--- src/rtl/fht_frame_sequencer_pkg.sv ---
// Shared types for the FHT frame sequencer: FSM states, bank count, address bit-reverse.
package fht_frame_sequencer_pkg;

  typedef enum logic [1:0] {
    ST_LOAD   = 2'd0,
    ST_START  = 2'd1,
    ST_WAIT   = 2'd2,
    ST_UNLOAD = 2'd3
  } seq_state_e;

  localparam int BANKS = 4;

  // Reverses the low w bits of v; bits at and above w come back zero.
  function automatic logic [31:0] bit_rev(input logic [31:0] v, input int w);
    logic [31:0] r;
    r = '0;
    for (int i = 0; i < 32; i++)
      if (i < w) r[i] = v[w-1-i];
    return r;
  endfunction

endpackage

--- src/rtl/fht_seq_skid.sv ---
// Two-entry valid/ready buffer for FHT read data; the producer only pushes when a slot is free.
module fht_seq_skid #(
  parameter int W = 17
) (
  input  logic         gclk,
  input  logic         grst_n,
  input  logic         push,
  input  logic [W-1:0] push_data,
  input  logic         out_ready,
  output logic         out_valid,
  output logic [W-1:0] out_data,
  output logic [1:0]   occ
);

  logic [1:0][W-1:0] mem;
  logic              wr_ptr, rd_ptr;
  logic              pop;

  assign out_valid = (occ != 2'd0);
  assign out_data  = mem[rd_ptr];
  assign pop       = out_valid & out_ready;

  always_ff @(posedge gclk or negedge grst_n) begin
    if (!grst_n) begin
      mem    <= '0;
      wr_ptr <= 1'b0;
      rd_ptr <= 1'b0;
      occ    <= 2'd0;
    end else begin
      if (push) begin
        mem[wr_ptr] <= push_data;
        wr_ptr      <= ~wr_ptr;
      end
      if (pop) rd_ptr <= ~rd_ptr;
      occ <= occ + {1'b0, push} - {1'b0, pop};
    end
  end

endmodule

--- src/rtl/fht_frame_sequencer.sv ---
// Frame controller around fht_top: scatter-load, start, wait for done, ordered unload.
// Build option FHT_SEQ_BITREV_EN: bit-reversed read addresses (natural order); else raw RAM order.
import fht_frame_sequencer_pkg::*;

module fht_frame_sequencer #(
  parameter int D_BIT  = 16,
  parameter int A_BIT  = 8,
  parameter int RD_LAT = 1
) (
  input  logic             iCLK,
  input  logic             iRESET,
  input  logic             iS_VALID,
  input  logic [D_BIT-1:0] iS_DATA,
  output logic             oS_READY,
  output logic             oM_VALID,
  output logic [D_BIT-1:0] oM_DATA,
  input  logic             iM_READY,
  output logic             oM_LAST,
  output logic             oFHT_START,
  output logic [BANKS-1:0] oFHT_WE,
  output logic [D_BIT-1:0] oFHT_DATA,
  output logic [A_BIT-1:0] oFHT_ADDR_WR,
  output logic [A_BIT-1:0] oFHT_ADDR_RD,
  input  logic [D_BIT-1:0] iFHT_DATA_0,
  input  logic [D_BIT-1:0] iFHT_DATA_1,
  input  logic [D_BIT-1:0] iFHT_DATA_2,
  input  logic [D_BIT-1:0] iFHT_DATA_3,
  input  logic             iFHT_RDY,
  output logic             oBUSY,
  output logic             oFRAME_DONE
);

  localparam int              CW       = A_BIT + 2;
  localparam logic [CW-1:0]   LAST_IDX = '1;

  seq_state_e                 state;
  logic [CW-1:0]              cnt;
  logic                       armed, rd_done, rdy_q, rdy_p;
  logic [RD_LAT:1]            vld_pipe, last_pipe;
  logic [RD_LAT:1][1:0]       bank_pipe;
  logic [D_BIT-1:0]           rd_data;
  logic [D_BIT:0]             head;
  logic [1:0]                 occ;
  logic [2:0]                 inflight;
  logic [A_BIT-1:0]           raddr;
  logic                       s_hs, m_pop, rd_go;

  assign oS_READY = armed && (state == ST_LOAD);
  assign oBUSY    = (state == ST_START) || (state == ST_WAIT);
  assign s_hs     = iS_VALID & oS_READY;
  assign m_pop    = oM_VALID & iM_READY;
  assign oM_DATA  = head[D_BIT-1:0];
  assign oM_LAST  = oM_VALID & head[D_BIT];

`ifdef FHT_SEQ_BITREV_EN
  assign raddr = A_BIT'(bit_rev(32'(cnt[CW-1:2]), A_BIT));
`else
  assign raddr = cnt[CW-1:2];
`endif

  // Credit check counts the slot freed by a pop this cycle, which keeps RD_LAT=1 at full rate.
  always_comb begin
    inflight = '0;
    for (int k = 1; k <= RD_LAT; k++) inflight = inflight + {2'b0, vld_pipe[k]};
    rd_go = (state == ST_UNLOAD) && !rd_done &&
            (({1'b0, occ} + inflight) < (3'd2 + {2'b0, m_pop}));
  end

  always_comb begin
    rd_data = iFHT_DATA_0;
    case (bank_pipe[RD_LAT])
      2'd1:    rd_data = iFHT_DATA_1;
      2'd2:    rd_data = iFHT_DATA_2;
      2'd3:    rd_data = iFHT_DATA_3;
      default: rd_data = iFHT_DATA_0;
    endcase
  end

  fht_seq_skid #(.W(D_BIT + 1)) u_skid (
    .gclk      (iCLK),
    .grst_n    (iRESET),
    .push      (vld_pipe[RD_LAT]),
    .push_data ({last_pipe[RD_LAT], rd_data}),
    .out_ready (iM_READY),
    .out_valid (oM_VALID),
    .out_data  (head),
    .occ       (occ)
  );

  always_ff @(posedge iCLK or negedge iRESET) begin
    if (!iRESET) begin
      state        <= ST_LOAD;
      cnt          <= '0;
      armed        <= 1'b0;
      rd_done      <= 1'b0;
      rdy_q        <= 1'b0;
      rdy_p        <= 1'b0;
      vld_pipe     <= '0;
      last_pipe    <= '0;
      bank_pipe    <= '0;
      oFHT_START   <= 1'b0;
      oFHT_WE      <= '0;
      oFHT_DATA    <= '0;
      oFHT_ADDR_WR <= '0;
      oFHT_ADDR_RD <= '0;
      oFRAME_DONE  <= 1'b0;
    end else begin
      armed       <= 1'b1;
      rdy_q       <= iFHT_RDY;
      rdy_p       <= rdy_q;
      oFHT_WE     <= '0;
      oFHT_START  <= 1'b0;
      oFRAME_DONE <= 1'b0;
      vld_pipe[1]  <= rd_go;
      last_pipe[1] <= (cnt == LAST_IDX);
      bank_pipe[1] <= cnt[1:0];
      for (int k = 2; k <= RD_LAT; k++) begin
        vld_pipe[k]  <= vld_pipe[k-1];
        last_pipe[k] <= last_pipe[k-1];
        bank_pipe[k] <= bank_pipe[k-1];
      end
      case (state)
        ST_LOAD: if (s_hs) begin
          oFHT_WE      <= 4'b0001 << cnt[1:0];
          oFHT_ADDR_WR <= cnt[CW-1:2];
          oFHT_DATA    <= iS_DATA;
          if (cnt == LAST_IDX) begin
            cnt   <= '0;
            state <= ST_START;
          end else begin
            cnt <= cnt + 1'b1;
          end
        end
        ST_START: begin
          oFHT_START <= 1'b1;
          state      <= ST_WAIT;
        end
        // Only a fresh rising edge counts, so a done level left over from the last frame is ignored.
        ST_WAIT: if (rdy_q && !rdy_p) state <= ST_UNLOAD;
        ST_UNLOAD: begin
          if (rd_go) begin
            oFHT_ADDR_RD <= raddr;
            if (cnt == LAST_IDX) begin
              cnt     <= '0;
              rd_done <= 1'b1;
            end else begin
              cnt <= cnt + 1'b1;
            end
          end
          if (m_pop && oM_LAST) begin
            oFRAME_DONE <= 1'b1;
            state       <= ST_LOAD;
            rd_done     <= 1'b0;
            cnt         <= '0;
          end
        end
        default: state <= ST_LOAD;
      endcase
    end
  end

endmodule

--- config.mk ---
export PLATFORM = sky130hd
export DESIGN_NAME = fht_frame_sequencer
export DESIGN_NICKNAME = d
export VERILOG_FILES = /design/src/rtl/fht_frame_sequencer_pkg.sv /design/src/rtl/fht_seq_skid.sv /design/src/rtl/fht_frame_sequencer.sv
export SDC_FILE = /design/constraint.sdc
export NUM_CORES = 1
export LEC_CHECK = 0
export BUFFER_PORTS_ARGS = -buffer_cell sky130_fd_sc_hd__clkbuf_2
export CAP_MARGIN = 25
export CORE_MARGIN = 4
export CORE_UTILIZATION = 47
export CTS_CLUSTER_DIAMETER = 120
export DETAILED_ROUTE_END_ITERATION = 8
export GPL_TIMING_DRIVEN = 0
export PLACE_DENSITY = 0.77
export SLEW_MARGIN = 0
export SYNTH_ARGS = -nofsm -noshare
export SYNTH_HDL_FRONTEND = slang
export SYNTH_HIERARCHICAL = 1
export SYNTH_SLANG_ARGS = --single-unit
--- constraint.sdc ---
create_clock -name iCLK -period 1.9 [get_ports iCLK]
set_clock_uncertainty 0.1 [all_clocks]
set_input_delay 0.285 -clock iCLK [delete_from_list [all_inputs] [get_ports iCLK]]
set_output_delay 0.285 -clock iCLK [all_outputs]
set_load 0.01 [all_outputs]
# [Yosys cells after proc, flatten, opt, wreduce, memory -nomap -nowiden]
# Cells that the tools add are included.
[word_totals] register_bits=96 input_bits=85 output_inout_bits=58
[op_classes] n_addsub=5 magnitude_cmp=4 n_eq_ne=12 shift=1 mux=24 bitwise=5 reduce_logical=19
[ops] cell="$mux 17" count=3
[ops] cell="$pmux 16 s3" count=1
[ops] cell="$mux 10" count=4
[ops] cell="$bwmux 34" count=1
[ops] cell="$pmux 10 s2" count=1
[ops] cell="$demux 17 s1" count=1
[ops] cell="$add 10x1->10 const B" count=1
[ops] cell="$eq 10x10->1 const B" count=1
[ops] cell="$eq 2x2->1 const B" count=4
[ops] cell="$mux 2" count=4
[ops] cell="$mux 4" count=2
[ops] cell="$pmux 2 s4" count=1
[ops] cell="$reduce_bool 2->1" count=4
[ops] cell="$logic_and 1x1->1" count=6
[ops] cell="$mux 1" count=6
[ops] cell="$ne 2x1->1 const B" count=3
[ops] cell="$reduce_and 3->1" count=2
[ops] cell="$eq 2x1->1 const B" count=2
[ops] cell="$lt 1x2->1 const B" count=2
[ops] cell="$reduce_and 2->1" count=2
[ops] cell="$reduce_and 4->1" count=1
[ops] cell="$shl 1x2->4 const A" count=1
[ops] cell="$add 2x1->3" count=1
[ops] cell="$add 2x1->3 const A" count=1
[ops] cell="11 further kinds" count=15

# [Longest topological paths before layout]
[logic_depth] depth_word=8 ltp_mapped=7

# [Modules after synthesis]
# The synthesis kept the hierarchy.
[by_module_without_submodules] module="fht_frame_sequencer" n_inst=1 cells_per_inst=207 area_per_inst_um2=2946.6 seq_area_each_um2=1451.4
[by_module_without_submodules] module="fht_seq_skid" n_inst=1 cells_per_inst=106 area_per_inst_um2=1724.2 seq_area_each_um2=950.9

# [Least setup slack after synthesis]
# No wires, ideal clock.
[synth_path] kind="reg-to-reg" start="reg vld_pipe" end="reg cnt[4]" arrival_time_ns=1.789 required_ns=1.679 slack_ns=-0.110 path_stages_with_launch=8 synth_period_minus_slack_ns=2.010 cell_sequence="dfrtp_1 -> ha_1 -> ha_1 -> nor3b_2 -> o21ai_2 -> buf_4 -> a221o_2 -> a22o_1"
[synth_between] elab_chain_cells=5
[synth_lines] item="from (decl)" line_no="fht_frame_sequencer.sv:39" rtl="logic [RD_LAT:1] vld_pipe, last_pipe;"
[synth_lines] item="from (signal, indexed assignment)" line_no="fht_frame_sequencer.sv:118" rtl="vld_pipe[k] <= vld_pipe[k-1];"
[synth_lines] item="$add 2x1->3" line_no="fht_frame_sequencer.sv:66" rtl="(({1'b0, occ} + inflight) < (3'd2 + {2'b0, m_pop}));"
[synth_lines] item="$lt 3x3->1" line_no="fht_frame_sequencer.sv:66"
[synth_lines] item="$logic_and 1x1->1" line_no="fht_frame_sequencer.sv:65" rtl="rd_go = (state == ST_UNLOAD) && !rd_done &&"
[synth_lines] item="$ne 3x2->1 (no line)"
[synth_lines] item="$reduce_and 3->1 (no line)"
[synth_lines] item="to (signal assigned)" line_no="fht_frame_sequencer.sv:131" rtl="cnt <= cnt + 1'b1;"
[synth_lines] item="to (signal assigned)" line_no="fht_frame_sequencer.sv:147" rtl="cnt <= cnt + 1'b1;"
[synth_lines] item="to (decl)" line_no="fht_frame_sequencer.sv:37" rtl="logic [CW-1:0] cnt;"
# No other way between the ends.
# A chain may end at the register's enable or synchronous reset.

# [Worst setup path in the final report]
[layout_path] start="reg u_skid.occ[0]" end="reg cnt[0]"
[layout_between] elab_chain_cells=7
[layout_lines] item="from (decl)" line_no="fht_seq_skid.sv:12" rtl="output logic [1:0] occ"
[layout_lines] item="from (signal assigned)" line_no="fht_seq_skid.sv:35" rtl="occ <= occ + {1'b0, push} - {1'b0, pop};"
[layout_lines] item="$reduce_bool 2->1" line_no="fht_seq_skid.sv:19" rtl="assign out_valid = (occ != 2'd0);"
[layout_lines] item="$and 1x1->1" line_no="fht_frame_sequencer.sv:51" rtl="assign m_pop = oM_VALID & iM_READY;"
[layout_lines] item="$add 2x1->3" line_no="fht_frame_sequencer.sv:66"
[layout_lines] item="$lt 3x3->1" line_no="fht_frame_sequencer.sv:66"
[layout_lines] item="$logic_and 1x1->1" line_no="fht_frame_sequencer.sv:65"
[layout_lines] item="$ne 3x2->1 (no line)"
[layout_lines] item="$reduce_and 3->1 (no line)"
# Parallel ways exist; a longest one is shown, timed or not.

==> results.ini <==
[sta]
tightest_slew_ns = 0.672
finalHoldViolCount = 0
finalSetupViolations = 11
slew_headroom_pct = 55.2
grt_setup_unrepaired = true
layout_setup_ws_ns = -0.0622
slew_viol_final = 0
period_share_pct = 103
fin_crit_ns = 1.96
fmax_mhz = 510

[finish]
layout-drive-gt1-share_pct = 65.0
register_area_mm2 = 0.00241
antenna_cells = 0
multi_input_area_mm2 = 0.00223
area_growth_pct = 29.9
nNetsFinal = 581
fin_util_pct = 62.3
fill_cells = 790
fin_area_mm2 = 0.00607

[clocking]
cts_buffers = 9
cts_tree = yes
ctsLongestPathBuffers = 2
cts-root-buf = clkbuf_8
clk_latency_ns = 0.35
cts.sinks = 96
clkTransAtPathRegs_ns = 0.09
htree_levels = 3

[critical_path]
worst-path-max-fanout = 8
crit_arrival_ns = 2.09
cp_data_required_time_ns = 2.03
cp-end-kind = flop
crit_path_start_kind = flop
crit_type = reg2reg

[drt]
wl_met1_um = 4400
drtPass1Iterations = 4
top_layer_used = met4
wl_met3_um = 862
detail_route.wl_per_cell_um = 17.0
drt_iter0_markers = 169
vias = 3266
drc_errors = 0
route.met2.wl_um = 5170
wirelength_um = 10500
viasPerCell = 5.26
antenna_left = 0

[yosys]
synth_commonest_cells = dfrtp_1, mux2_2, mux4_2, inv_1, ha_1
synth-seq-area-share_pct = 51.4
yosysWarnings = 6
yosysUniqueCellTypes = 52
synth_ff_type = dfrtp_1
syn_avg_cell_area_um2 = 14.9
yosys.area.top_type = dfrtp_1
async_flop_share_pct = 100
synth-seq-cells = 96
synth-edff-count = 0
synthCells = 313
synth_area_leaders = dfrtp_1, mux2_2, mux4_2
syn-cell-area_mm2 = 0.00467
syn_nets = 411
yosys.area.top_type_share_pct = 51.4
yosys.cell_count.top_type = dfrtp_1

[run]
maxCapViolCount = 0

[floorplan]
initial_core_util_pct = 48.0
coreArea_mm2 = 0.00973
num_io_pins = 143
die_w_um = 108
rows = 36
die_h_um = 108
die_area_mm2 = 0.0116

[power_and_ir_drop]
max-vdd-ir-drop_mv = 0.738
power.density_mw_per_mm2 = 1520
pwr-share-seq_pct = 36.1
leakage_uw = 0.00299
switching_share_pct = 35.6
p_switching_uw = 3290
p_clk_share_pct = 14.1
combinationalPowerShare_pct = 49.8
p_int_uw = 5950

[placed_design]
place_hpwl_um = 7570
portBuffers = 142
place_ws_ns = -0.228
finalWeightedCongestion = 0.813
placed_area_mm2 = 0.00560

[global_route]
antenna_found_initial = 0
track_usage_pct = 17.9
grt_pass1_vias = 3409
grt_max_degree = 50
grt_first_pass_wirelength_um = 16600
grt_overflow = 0

[run_status]
violations = setup timing
status = finished with violations

[min_path]
hold_path_class = in2reg

[stage by stage]
step | total power [uW] | setup TNS [ns] | cells | hold slack [ns]
2_1_floorplan | 6160 | -0.0225 | 313 | -0.111
3_3_place_gp | 7300 | -70.28 | 588 | 0.258
3_5_place_dp | 7450 | -5.52 | 589 | 0.266
4_1_cts | 9170 | -0.0827 | 615 | 0.0484
5_1_grt | 9870 | -2.07 | 621 | 0.0425
6_report | 9230 | -0.341 | 621 | 0.0651
[per-layer routing]
metal	vias up	global-route usage, %
met3	11	3.96
met2	141	29.8
met1	1628	23.3
met5	-	0
li1	1486	-
met4	0	6.13
[cell families after synthesis]
logic type,after synthesis,synth area share (%)
mux,103,29.5
flops,96,51.4
simple gates,37,5.36
compound gates,31,6.00
buf+inv,28,3.38
fa+ha+maj,13,3.48
xor+xnor,4,0.750
other cells,1,0.0803
[power by group through the flow]
stage	logic, uW	clock network [uW]	registers [uW]
after floorplan	2800	0	3350
after global placement	4010	0	3300
after detailed placement	4100	0	3350
after CTS	4550	1330	3300
after global routing	4990	1440	3440
final	4600	1300	3340
[placed cells by master, fill, tap and decap left out, types with 2 or more instances in the layout]
cell type / n
a21o_1: 3
ha_4: 3
a22o_1: 6
mux2_2: 65
nand2_1: 4
buf_2: 3
o21ai_0: 3
nand4_1: 2
xor2_1: 2
dfrtp_1: 92
o221ai_1: 5
xnor2_1: 2
dfrtp_2: 4
clkbuf_2: 142
inv_1: 11
buf_4: 12
buf_6: 7
clkbuf_8: 10
o211ai_1: 2
nor3_1: 3
mux2i_1: 2
clkinv_2: 3
nor2_1: 10
clkbuf_4: 2
nand3_4: 3
o21ai_2: 2
mux2_4: 20
buf_12: 2
clkinvlp_4: 2
ha_1: 9
mux4_2: 16
dlygate4sd3_1: 2
inv_2: 3
[final cells by class]
type	count	share of cell area [%]
inverter	15	0.969
tap	133	2.74
clock buffer	10	2.10
timing repair buffer	161	14.8
clock inverter	6	0.990
multi-input combinational	189	36.8
sequential	96	39.7
buffer	11	1.86
[what timing repair did]
action                                  in CTS  in global routing
endpoints found under the hold margin       48                  0
setup buffers                                8                  7
pin swaps                                    9                  7
gates cloned                                 0                  1
endpoints found under the setup margin      60                 51
hold buffers                                 2                  0
resized for setup                           23                 16
[worst paths after layout]
kind / start / endpoint / slack (ns) / cells after the start
worst max-delay path: u_skid/occ[0]$_DFF_PN0_ / cnt[0]$_DFFE_PN0P_ / -0.06 / 7
worst min-delay path: iS_DATA[4] / oFHT_DATA[4]$_DFFE_PN0P_ / 0.07 / 2
worst max register to register: u_skid/occ[0]$_DFF_PN0_ / cnt[0]$_DFFE_PN0P_ / -0.06 / 7
worst min register to register: rdy_q$_DFF_PN0_ / rdy_p$_DFF_PN0_ / 0.28 / 0
max in group asynchronous: iRESET / cnt[1]$_DFFE_PN0P_ / 0.57 / 3
min in group asynchronous: iRESET / u_skid/mem[17]$_DFFE_PN0P_ / 0.44 / 2
[worst max-delay path, cell delays in order, from the launching register on]
cell and delay (ns):
dfrtp_2 0.45, ha_4 0.27, and3b_1 0.18, o21ai_2 0.23
buf_6 0.16, a211oi_4 0.06, buf_6 0.15, mux2_4 0.25
[state kept, by name (all words and copies together), names as in the netlist, 2 cells and up]
signal,cells
u_skid/mem,34
oFHT_DATA,16
cnt,10
oFHT_ADDR_RD,8
oFHT_ADDR_WR,8
oFHT_WE,4
bank_pipe,2
state,2
u_skid/occ,2
Note: power is estimated with default switching activity, not from simulation.
